===== config.mk =====
export PLATFORM = sky130hd
export DESIGN_NAME = mult_rr_sched_flat
export DESIGN_NICKNAME = d
export VERILOG_FILES = /design/src/rtl/mult_sched_pkg.sv /design/src/rtl/mult_rr_sched_if.sv /design/src/rtl/rr_arbiter.sv /design/src/rtl/mult_rr_sched.sv /design/src/flat_wrapper.sv
export SDC_FILE = /design/constraint.sdc
export NUM_CORES = 1
export LEC_CHECK = 0
export CAP_MARGIN = 20
export CORE_MARGIN = 2
export CORE_UTILIZATION = 35
export DETAILED_ROUTE_END_ITERATION = 8
export GPL_ROUTABILITY_DRIVEN = 0
export PLACE_DENSITY = 0.76
export SLEW_MARGIN = 20
export SYNTH_ARGS = -nofsm -noshare
export SYNTH_HDL_FRONTEND = slang
export SYNTH_SLANG_ARGS = --single-unit
export TNS_END_PERCENT = 20

===== constraint.sdc =====
create_clock -name clk -period 2.58 [get_ports clk]
set_input_delay 0.387 -clock clk [delete_from_list [all_inputs] [get_ports clk]]
set_output_delay 0.387 -clock clk [all_outputs]
set_load 0.02 [all_outputs]

===== src/rtl/mult_sched_pkg.sv =====
// Shared types and defaults for the round-robin multiplier scheduler.
// tag_t follows each issued operand pair through the multiplier latency so
// the product can be routed back to the requester that issued it.
package mult_sched_pkg;

   localparam int NREQ_DEF  = 4;
   localparam int WIDTH_DEF = 12;
   localparam int MLAT_DEF  = 3;

   // Requester tag carried alongside an operand pair; id covers up to 8 requesters.
   typedef struct packed {
      logic       v;
      logic [2:0] id;
   } tag_t;

   // One-hot decode of a requester id; bits at or above nreq stay clear.
   function automatic logic [7:0] onehot(input logic [2:0] id, input int nreq);
      logic [7:0] oh;
      oh = '0;
      for (int i = 0; i < 8; i++) begin
         if ((i < nreq) && (id == 3'(i))) begin
            oh[i] = 1'b1;
         end
      end
      return oh;
   endfunction

endpackage : mult_sched_pkg


===== src/rtl/mult_rr_sched_if.sv =====
// Request / multiplier / response bundle of the round-robin multiplier scheduler.
// slave  : the scheduler itself.
// master : the requesters together with the external multiplier.
interface mult_rr_sched_if #(
   parameter int NREQ  = mult_sched_pkg::NREQ_DEF,
   parameter int WIDTH = mult_sched_pkg::WIDTH_DEF,
   parameter int OWID  = 2 * WIDTH
);

   logic                    stall;
   logic [NREQ-1:0]         req_valid;
   logic [NREQ*WIDTH-1:0]   req_a;
   logic [NREQ*WIDTH-1:0]   req_b;
   logic [NREQ-1:0]         req_ready;
   logic [WIDTH-1:0]        mul_a;
   logic [WIDTH-1:0]        mul_b;
   logic [OWID:0]           mul_o;
   logic [NREQ-1:0]         rsp_valid;
   logic [OWID:0]           rsp_data;

   modport slave (
      input  stall, req_valid, req_a, req_b, mul_o,
      output req_ready, mul_a, mul_b, rsp_valid, rsp_data
   );

   modport master (
      output stall, req_valid, req_a, req_b, mul_o,
      input  req_ready, mul_a, mul_b, rsp_valid, rsp_data
   );

endinterface : mult_rr_sched_if


===== src/rtl/rr_arbiter.sv =====
// Combinational round-robin arbiter.
// Searches i_ptr+1, i_ptr+2, ... modulo NREQ and grants the first active
// request; o_gnt is one-hot (or zero), o_gnt_id is its index.
module rr_arbiter
   import mult_sched_pkg::*;
#(
   parameter int NREQ = NREQ_DEF
) (
   input  logic [NREQ-1:0] i_req,
   input  logic [2:0]      i_ptr,
   output logic [NREQ-1:0] o_gnt,
   output logic [2:0]      o_gnt_id
);

   logic w_found;

   // Two passes: indices above the pointer first, then wrap to indices at or below it.
   always_comb begin
      // NOTE: every output gets a default before the search so no path leaves it unassigned (no latch).
      o_gnt    = '0;
      o_gnt_id = '0;
      w_found  = 1'b0;
      for (int i = 0; i < NREQ; i++) begin
         if (!w_found && i_req[i] && (i > int'(i_ptr))) begin
            w_found  = 1'b1;
            o_gnt[i] = 1'b1;
            o_gnt_id = 3'(i);
         end
      end
      for (int i = 0; i < NREQ; i++) begin
         if (!w_found && i_req[i] && (i <= int'(i_ptr))) begin
            w_found  = 1'b1;
            o_gnt[i] = 1'b1;
            o_gnt_id = 3'(i);
         end
      end
   end

endmodule : rr_arbiter


===== src/rtl/mult_rr_sched.sv =====
// Round-robin scheduler sharing one pipelined multiplier among NREQ requesters.
// At most one operand pair is issued per cycle; a tag follows it through the
// multiplier latency and routes the product back as a one-hot response.
// A grant in cycle t produces rsp_valid during cycle t+MLAT+2.
// Optional feature macro: MULT_RR_SCHED_PERF_EN adds saturating busy_cnt and
// stall_cnt outputs; without it those ports and counters do not exist.
module mult_rr_sched
   import mult_sched_pkg::*;
#(
   parameter int NREQ  = NREQ_DEF,
   parameter int WIDTH = WIDTH_DEF,
   parameter int OWID  = 2 * WIDTH,
   parameter int MLAT  = MLAT_DEF
) (
   input  logic               clk,
   input  logic               rst,
   mult_rr_sched_if.slave     sched_bus
`ifdef MULT_RR_SCHED_PERF_EN
   ,
   output logic [31:0]        busy_cnt,
   output logic [31:0]        stall_cnt
`endif
);

   logic [2:0]       r_ptr;
   logic [NREQ-1:0]  w_gnt;
   logic [2:0]       w_gnt_id;
   logic [NREQ-1:0]  w_ready;
   logic             w_xfer;
   logic [WIDTH-1:0] w_sel_a;
   logic [WIDTH-1:0] w_sel_b;
   logic [WIDTH-1:0] r_mul_a;
   logic [WIDTH-1:0] r_mul_b;
   tag_t             r_issue_tag;
   tag_t             r_tag_pipe [MLAT];
   tag_t             w_out_tag;
   logic [NREQ-1:0]  r_rsp_valid;
   logic [OWID:0]    r_rsp_data;

   rr_arbiter #(
      .NREQ (NREQ)
   ) u_arb (
      .i_req    (sched_bus.req_valid),
      .i_ptr    (r_ptr),
      .o_gnt    (w_gnt),
      .o_gnt_id (w_gnt_id)
   );

   // Stall masks grants only; the arbiter only grants active requesters,
   // so any ready bit set means a transfer this cycle.
   assign w_ready             = sched_bus.stall ? '0 : w_gnt;
   assign w_xfer              = |w_ready;
   assign sched_bus.req_ready = w_ready;

   // Select the granted requester's operand pair.
   always_comb begin
      w_sel_a = '0;
      w_sel_b = '0;
      for (int i = 0; i < NREQ; i++) begin
         if (w_ready[i]) begin
            w_sel_a = sched_bus.req_a[i*WIDTH +: WIDTH];
            w_sel_b = sched_bus.req_b[i*WIDTH +: WIDTH];
         end
      end
   end

   // Operand registers feeding the multiplier; hold their value on idle cycles.
   always_ff @(posedge clk or posedge rst) begin
      if (rst) begin
         r_mul_a <= '0;
         r_mul_b <= '0;
      end else if (w_xfer) begin
         // NOTE: sequential state uses <= so every register samples pre-edge values regardless of block order.
         r_mul_a <= w_sel_a;
         r_mul_b <= w_sel_b;
      end
   end

   assign sched_bus.mul_a = r_mul_a;
   assign sched_bus.mul_b = r_mul_b;

   // Round-robin pointer remembers the last granted requester.
   always_ff @(posedge clk or posedge rst) begin
      if (rst) begin
         r_ptr <= 3'(NREQ - 1);
      end else if (w_xfer) begin
         r_ptr <= w_gnt_id;
      end
   end

   // Tag path: r_issue_tag sits beside mul_a/mul_b, then MLAT stages track the multiplier.
   always_ff @(posedge clk or posedge rst) begin
      if (rst) begin
         // NOTE: the tag pipe is reset because its valid bits are control state; a stale v=1 would fire a bogus response.
         r_issue_tag <= '0;
         for (int i = 0; i < MLAT; i++) begin
            r_tag_pipe[i] <= '0;
         end
      end else begin
         r_issue_tag.v  <= w_xfer;
         r_issue_tag.id <= w_gnt_id;
         r_tag_pipe[0]  <= r_issue_tag;
         for (int i = 1; i < MLAT; i++) begin
            r_tag_pipe[i] <= r_tag_pipe[i-1];
         end
      end
   end

   assign w_out_tag = r_tag_pipe[MLAT-1];

   // Response register: capture the product when its tag emerges; data holds otherwise.
   always_ff @(posedge clk or posedge rst) begin
      if (rst) begin
         r_rsp_valid <= '0;
         r_rsp_data  <= '0;
      end else if (w_out_tag.v) begin
         r_rsp_valid <= NREQ'(onehot(w_out_tag.id, NREQ));
         r_rsp_data  <= sched_bus.mul_o;
      end else begin
         r_rsp_valid <= '0;
      end
   end

   assign sched_bus.rsp_valid = r_rsp_valid;
   assign sched_bus.rsp_data  = r_rsp_data;

`ifdef MULT_RR_SCHED_PERF_EN
   logic [31:0] r_busy_cnt;
   logic [31:0] r_stall_cnt;
   logic        w_stall_pend;

   // A stalled cycle only counts when someone was actually waiting.
   assign w_stall_pend = sched_bus.stall & (|sched_bus.req_valid);

   // Saturating utilisation counters.
   always_ff @(posedge clk or posedge rst) begin
      if (rst) begin
         r_busy_cnt  <= '0;
         r_stall_cnt <= '0;
      end else begin
         if (w_xfer && (r_busy_cnt != 32'hFFFF_FFFF)) begin
            r_busy_cnt <= r_busy_cnt + 32'd1;
         end
         if (w_stall_pend && (r_stall_cnt != 32'hFFFF_FFFF)) begin
            r_stall_cnt <= r_stall_cnt + 32'd1;
         end
      end
   end

   assign busy_cnt  = r_busy_cnt;
   assign stall_cnt = r_stall_cnt;
`else
   // Performance counters are not built: no ports, no counter logic.
`endif

endmodule : mult_rr_sched


===== src/flat_wrapper.sv =====
// flat-port wrapper written by rule: the top's interface ports become plain ports
module mult_rr_sched_flat import mult_sched_pkg::*;
#(
   parameter int NREQ  = NREQ_DEF,
   parameter int WIDTH = WIDTH_DEF,
   parameter int OWID  = 2 * WIDTH,
   parameter int MLAT  = MLAT_DEF
)
  (clk, rst, sched_bus_stall, sched_bus_req_valid, sched_bus_req_a, sched_bus_req_b, sched_bus_mul_o, sched_bus_req_ready, sched_bus_mul_a, sched_bus_mul_b, sched_bus_rsp_valid, sched_bus_rsp_data);
  mult_rr_sched_if #(.NREQ(NREQ), .WIDTH(WIDTH), .OWID(OWID)) sched_bus_i ();
  input  logic clk;
  input  logic rst;
  input wire logic [$bits(sched_bus_i.stall)-1:0] sched_bus_stall;
  input wire logic [$bits(sched_bus_i.req_valid)-1:0] sched_bus_req_valid;
  input wire logic [$bits(sched_bus_i.req_a)-1:0] sched_bus_req_a;
  input wire logic [$bits(sched_bus_i.req_b)-1:0] sched_bus_req_b;
  input wire logic [$bits(sched_bus_i.mul_o)-1:0] sched_bus_mul_o;
  output wire logic [$bits(sched_bus_i.req_ready)-1:0] sched_bus_req_ready;
  output wire logic [$bits(sched_bus_i.mul_a)-1:0] sched_bus_mul_a;
  output wire logic [$bits(sched_bus_i.mul_b)-1:0] sched_bus_mul_b;
  output wire logic [$bits(sched_bus_i.rsp_valid)-1:0] sched_bus_rsp_valid;
  output wire logic [$bits(sched_bus_i.rsp_data)-1:0] sched_bus_rsp_data;
  assign sched_bus_i.stall = sched_bus_stall;
  assign sched_bus_i.req_valid = sched_bus_req_valid;
  assign sched_bus_i.req_a = sched_bus_req_a;
  assign sched_bus_i.req_b = sched_bus_req_b;
  assign sched_bus_i.mul_o = sched_bus_mul_o;
  assign sched_bus_req_ready = sched_bus_i.req_ready;
  assign sched_bus_mul_a = sched_bus_i.mul_a;
  assign sched_bus_mul_b = sched_bus_i.mul_b;
  assign sched_bus_rsp_valid = sched_bus_i.rsp_valid;
  assign sched_bus_rsp_data = sched_bus_i.rsp_data;
  mult_rr_sched #(.NREQ(NREQ), .WIDTH(WIDTH), .OWID(OWID), .MLAT(MLAT)) u_core (.clk(clk), .rst(rst), .sched_bus(sched_bus_i));
endmodule

Word level (Yosys, flattened, before mapping). Cells that the tools add are included.

$lt $le $gt $ge: 6. Equality and inequality tests: 3. Muxes and demuxes: 33. Reduce and logical (&&, ||, !) cells: 20.

Operators with widths (number): 2-to-1 mux 12 bit (8); 2-to-1 mux 1 bit (17); 2-to-1 mux 3 bit (5); logical AND 1 bit (12); 2-to-1 mux 4 bit (2); == test 3 x 2 -> 1 bit (second input constant) (2); greater-than comparator 2 x 3 -> 1 bit (first input constant) (2); less-or-equal comparator 2 x 3 -> 1 bit (first input constant) (2); logical NOT 1 bit (6); OR reduction 4 bit (1); == test 3 x 1 -> 1 bit (second input constant) (1); greater-than comparator 1 x 3 -> 1 bit (first input constant) (1); less-or-equal comparator 1 x 3 -> 1 bit (first input constant) (1); logical NOT 3 bit (1); 2-to-1 mux 2 bit (1).

Register bits after elaboration: 72. Input port bits: 128. Output and inout port bits: 57. Logic and storage cells: 75.

Depth between registers and ports, before layout.
Depth in word-level cells: 31. Depth in mapped cells: 7. Depth with buffers taken out: 5.

Cells and area by module. A second synthesis with hierarchy kept.

Cell total of the unflattened synthesis: 264. Area, all modules: 3185.6 um^2.

Modules (own cells, without submodules): mult_rr_sched (times used 1, cells an instance 236, area an instance 3015.4 um^2); rr_arbiter (times used 1, cells an instance 28, area an instance 170.2 um^2).

Worst setup path before layout. No wires, ideal clock.

Path kind: register to output. From: reg u_core.r_ptr[1]. To: out sched_bus_req_ready[1]. Arrival time: 1.477 ns. Setup slack: 0.716 ns. Cell stages (with the launch flop): 7. Buffers on the path: 2. Cell sequence: dfstp_2 > inv_1 > nor3_1 > o31a_1 > buf_6 > buf_2 > and2_1.

Cells in the longest elaborated chain, start to end: 19. Elaborated cells between the ends (all ways): 22. Classes of those cells: order compare (4); mux (6); reduce/logical (12).

RTL lines: start, declared (line mult_rr_sched.sv:25) `logic [2:0] r_ptr;`; start signal, assigned (line mult_rr_sched.sv:85) `r_ptr <= 3'(NREQ - 1);`; start signal, assigned (line mult_rr_sched.sv:87) `r_ptr <= w_gnt_id;`; greater-than comparator 1 x 3 -> 1 bit (line rr_arbiter.sv:24) `if (!w_found && i_req[i] && (i > int'(i_ptr))) begin`; logical AND 1 bit (line rr_arbiter.sv:24); 2-to-1 mux 1 bit (line rr_arbiter.sv:24); logical NOT 1 bit (line rr_arbiter.sv:24); logical AND 1 bit (2 in a row) (line rr_arbiter.sv:24); 2-to-1 mux 1 bit (line rr_arbiter.sv:24); logical NOT 1 bit (line rr_arbiter.sv:24); logical AND 1 bit (2 in a row) (line rr_arbiter.sv:24); 2-to-1 mux 1 bit (line rr_arbiter.sv:24); logical NOT 1 bit (line rr_arbiter.sv:31) `if (!w_found && i_req[i] && (i <= int'(i_ptr))) begin`; logical AND 1 bit (line rr_arbiter.sv:31); 2-to-1 mux 1 bit (line rr_arbiter.sv:31); logical NOT 1 bit (line rr_arbiter.sv:31); logical AND 1 bit (2 in a row) (line rr_arbiter.sv:31); 2-to-1 mux 1 bit (*) (line rr_arbiter.sv:31); 2-to-1 mux 4 bit (*) (line mult_rr_sched.sv:51) `assign w_ready = sched_bus.stall ? '0 : w_gnt;`; end, declared (line flat_wrapper.sv:18) `output wire logic [$bits(sched_bus_i.req_ready)-1:0] sched_bus_req_ready;`.

Mark *: on every way between the ends. The rest lies on a longest branch, timed or not.

Final worst setup path. Same ends and word-level chain as after synthesis.

==> results.json <==
{
  "yosys_warnings": 0,
  "slew_headroom_pct": 32.6,
  "p_per_area_mw_per_mm2": 672,
  "vias": 2960,
  "final_cell_mix": "clkdlybuf4s50_1, dfrtp_1, nor2_1, mux2_2, a21oi_1",
  "placed_area_sq_mm": 0.00503,
  "finalCriticalPeriod_ns": 2.15,
  "syn_inst": 263,
  "core_sq_mm": 0.00864,
  "worstPathMaxFanout": 8,
  "comb_power_share_pct": 36.4,
  "drt_iter0_markers": 109,
  "whs_endpoint": "u_core.r_tag_pipe[9]$_DFF_PP0_",
  "via_per_inst": 5.27,
  "fillers": 734,
  "power.switching_w": 0.00112,
  "grt_pass1_wl_um": 15700,
  "holdWs_ns": 0.345,
  "grt_pass1_vias": 3127,
  "antennaDiodeCount": 0,
  "io_pins": 185,
  "reg2reg_to": "u_core.sched_bus.mul_a[9]$_DFFE_PP0P_",
  "setup_tns_ns": 0,
  "finClkSkew_ns": 0.0101,
  "finalHoldViolCount": 0,
  "grt_max_degree": 68,
  "cts_tree": "done",
  "seqPwrFrac_pct": 38.8,
  "post-cts-setup-buffer-count": 0,
  "cts_resized": 0,
  "drive_above_1_share_pct": 14.8,
  "final_area_sq_mm": 0.00524,
  "clock_power_share_pct": 24.9,
  "dr.pass1.iters": 5,
  "utilization_pct": 60.7,
  "leakage_nw": 2.16,
  "wl_um": 9470,
  "die_x_um": 97.9,
  "min-delay-start": "u_core.r_issue_tag[1]$_DFF_PP0_",
  "syn_area_sq_mm": 0.00309,
  "routedWlPerCell_um": 16.8,
  "drv_slew": 0,
  "p_int_w": 0.00240,
  "clock_path_buffers": 2,
  "regArea_sq_mm": 0.00168,
  "start_kind": "flop",
  "synth_top_area_share_pct": 52.7,
  "synth_top_area_cell": "dfrtp_1",
  "drcViolationCount": 0,
  "max-vdd-ir-drop_mv": 0.420,
  "fmax_ghz": 0.464,
  "fin_nets": 577,
  "fp.dieH_um": 97.9,
  "layout_commonest_cell": "clkdlybuf4s50_1",
  "numCtsBuffers": 9,
  "required_ns": 2.19,
  "status": "completed",
  "port_buffers": 184,
  "switching_share_pct": 31.9,
  "ff2ff_path_depth": 7,
  "yosys-top-cells-area": "dfrtp_1, mux2_2, a221oi_1, nor2_1, a21oi_1",
  "overflow": 0,
  "ys_ff_latch": 67,
  "endpoint_kind": "output pin",
  "syn_to_final_growth_pct": 69.8,
  "setup_viol_count_final": 0,
  "grt_usage_pct": 20.2,
  "cts_root_buf": "clkbuf_8",
  "postSynthAreaPerCell_sq_um": 11.7,
  "multi_input_area_sq_mm": 0.00123,
  "cts_sinks": 67,
  "cts-htree-levels": 3,
  "worstHoldPathCells": 0,
  "critical_path_class": "flop to output pin",
  "cp.arrival_ns": 1.77,
  "initial_core_util_pct": 35.7,
  "dieArea_sq_mm": 0.00958,
  "hold_path.class": "flop to flop",
  "antenna_found_initial": 0,
  "worst_pin_slew_ns": 1.01,
  "clock_latency_ns": 0.33,
  "path_clk_slew_ns": 0.08,
  "syn_nets": 391,
  "drtAntennaViolNets": 0,
  "rsz0062_at_grt": "false",
  "ys_types": 32,
  "row_count": 34,
  "cap_violations": 0,
  "worstReg2RegStart": "u_core.r_ptr[1]$_DFFE_PP1P_",
  "dp_hpwl_um": 6870,
  "synth_seq_area_share_pct": 54.4,
  "finalPower_w": 0.00352,
  "rrSetupSlack_ns": 0.50,
  "post-route-period-util_pct": 83.5,
  "hold_buffers": 0
}
[critical path, stage by stage (launching register included)]
cell and delay [ns]:
dfstp_2 0.61, inv_1 0.08, nor3_1 0.24, o31a_1 0.17, and2_1 0.13, dlymetal6s2s_1 0.22
[per-layer routing]
layer  GRT usage, %  vias up  part of all wire (%)  wire length [um]
met5              0        -                     0                 0
met2           33.1      154                    49              4650
li1               -     1364                     -                 -
met3           5.37       21                   8.3               781
met1           25.3     1421                    40              3800
met4           8.33        0                   2.5               234
[power groups by stage]
stage | clock (W) | combinational [W] | sequential (W)
floorplan | 0 | 0.000467 | 0.00157
global placement | 0 | 0.00127 | 0.00137
detailed placement | 0 | 0.00129 | 0.00139
CTS | 0.000904 | 0.00129 | 0.00137
global route | 0.000940 | 0.00137 | 0.00139
finish | 0.000876 | 0.00128 | 0.00136
[synthesized netlist by cell type, drive strengths merged]
library cell and n:
dfrtp 65, o2bb2ai 11, nand2b 2, o221a 1
o31ai 14, nor2b 2, nand2 3, a22oi 13
inv 5, or2 2, o31a 1, a21boi 1
nor2 31, and2 3, buf 16, mux2 25
a21oi 23, o21ai 3, nor3 3, nor3b 2
a211o 1, a221oi 25, clkbuf 7, and3 1
dfstp 2, a21o 1
[worst max path at each step]
stage / to / depth (start not counted) / start
after detailed placement: sched_bus_req_ready[3] / 5 / sched_bus_req_valid[1]
final: sched_bus_req_ready[1] / 5 / u_core.r_ptr[1]$_DFFE_PP1P_
after CTS: sched_bus_req_ready[1] / 5 / u_core.r_ptr[1]$_DFFE_PP1P_
after global placement: sched_bus_req_ready[3] / 5 / sched_bus_req_valid[1]
after global routing: sched_bus_req_ready[2] / 5 / u_core.r_ptr[0]$_DFFE_PP1P_
after floorplan: u_core.r_issue_tag[0]$_DFF_PP0_ / 1 / rst
[layout make-up]
cell class / instances / share of cell area, %
clock buffers: 10 / 2.63
clock inverters: 6 / 1.24
inverters: 5 / 0.358
flip-flops and latches: 67 / 32.1
multi-input cells: 168 / 23.5
repair buffers: 198 / 37.6
well taps: 108 / 2.58
[through the flow]
| step | setup slack [ns] | cells |
|---|---|---|
| finish | 0.425 | 562 |
| global route | 0.339 | 562 |
| CTS | 0.0380 | 562 |
| detailed placement | 0.0528 | 546 |
| global placement | 0.0878 | 546 |
| floorplan | 0.513 | 263 |
[kinds of logic (layout without fill, tap and decap cells)]
group | Yosys count | in the layout | share of synthesized area (%)
AO/OA/AOI/OAI | 94 | 94 | 23.5
flip-flops | 67 | 67 | 54.4
buffers and inverters | 28 | 219 | 5.68
AND/OR/NAND/NOR | 49 | 49 | 7.30
multiplexers | 25 | 25 | 9.12
[state kept, by name, summed over array words and instances, names as in the netlist]
register	cells
u_core.sched_bus.rsp_valid	4
u_core.r_issue_tag	3
u_core.r_ptr	2
u_core.r_tag_pipe	9
u_core.sched_bus.mul_a	12
u_core.sched_bus.rsp_data	25
u_core.sched_bus.mul_b	12
Note: power is estimated with default switching activity, not from simulation.
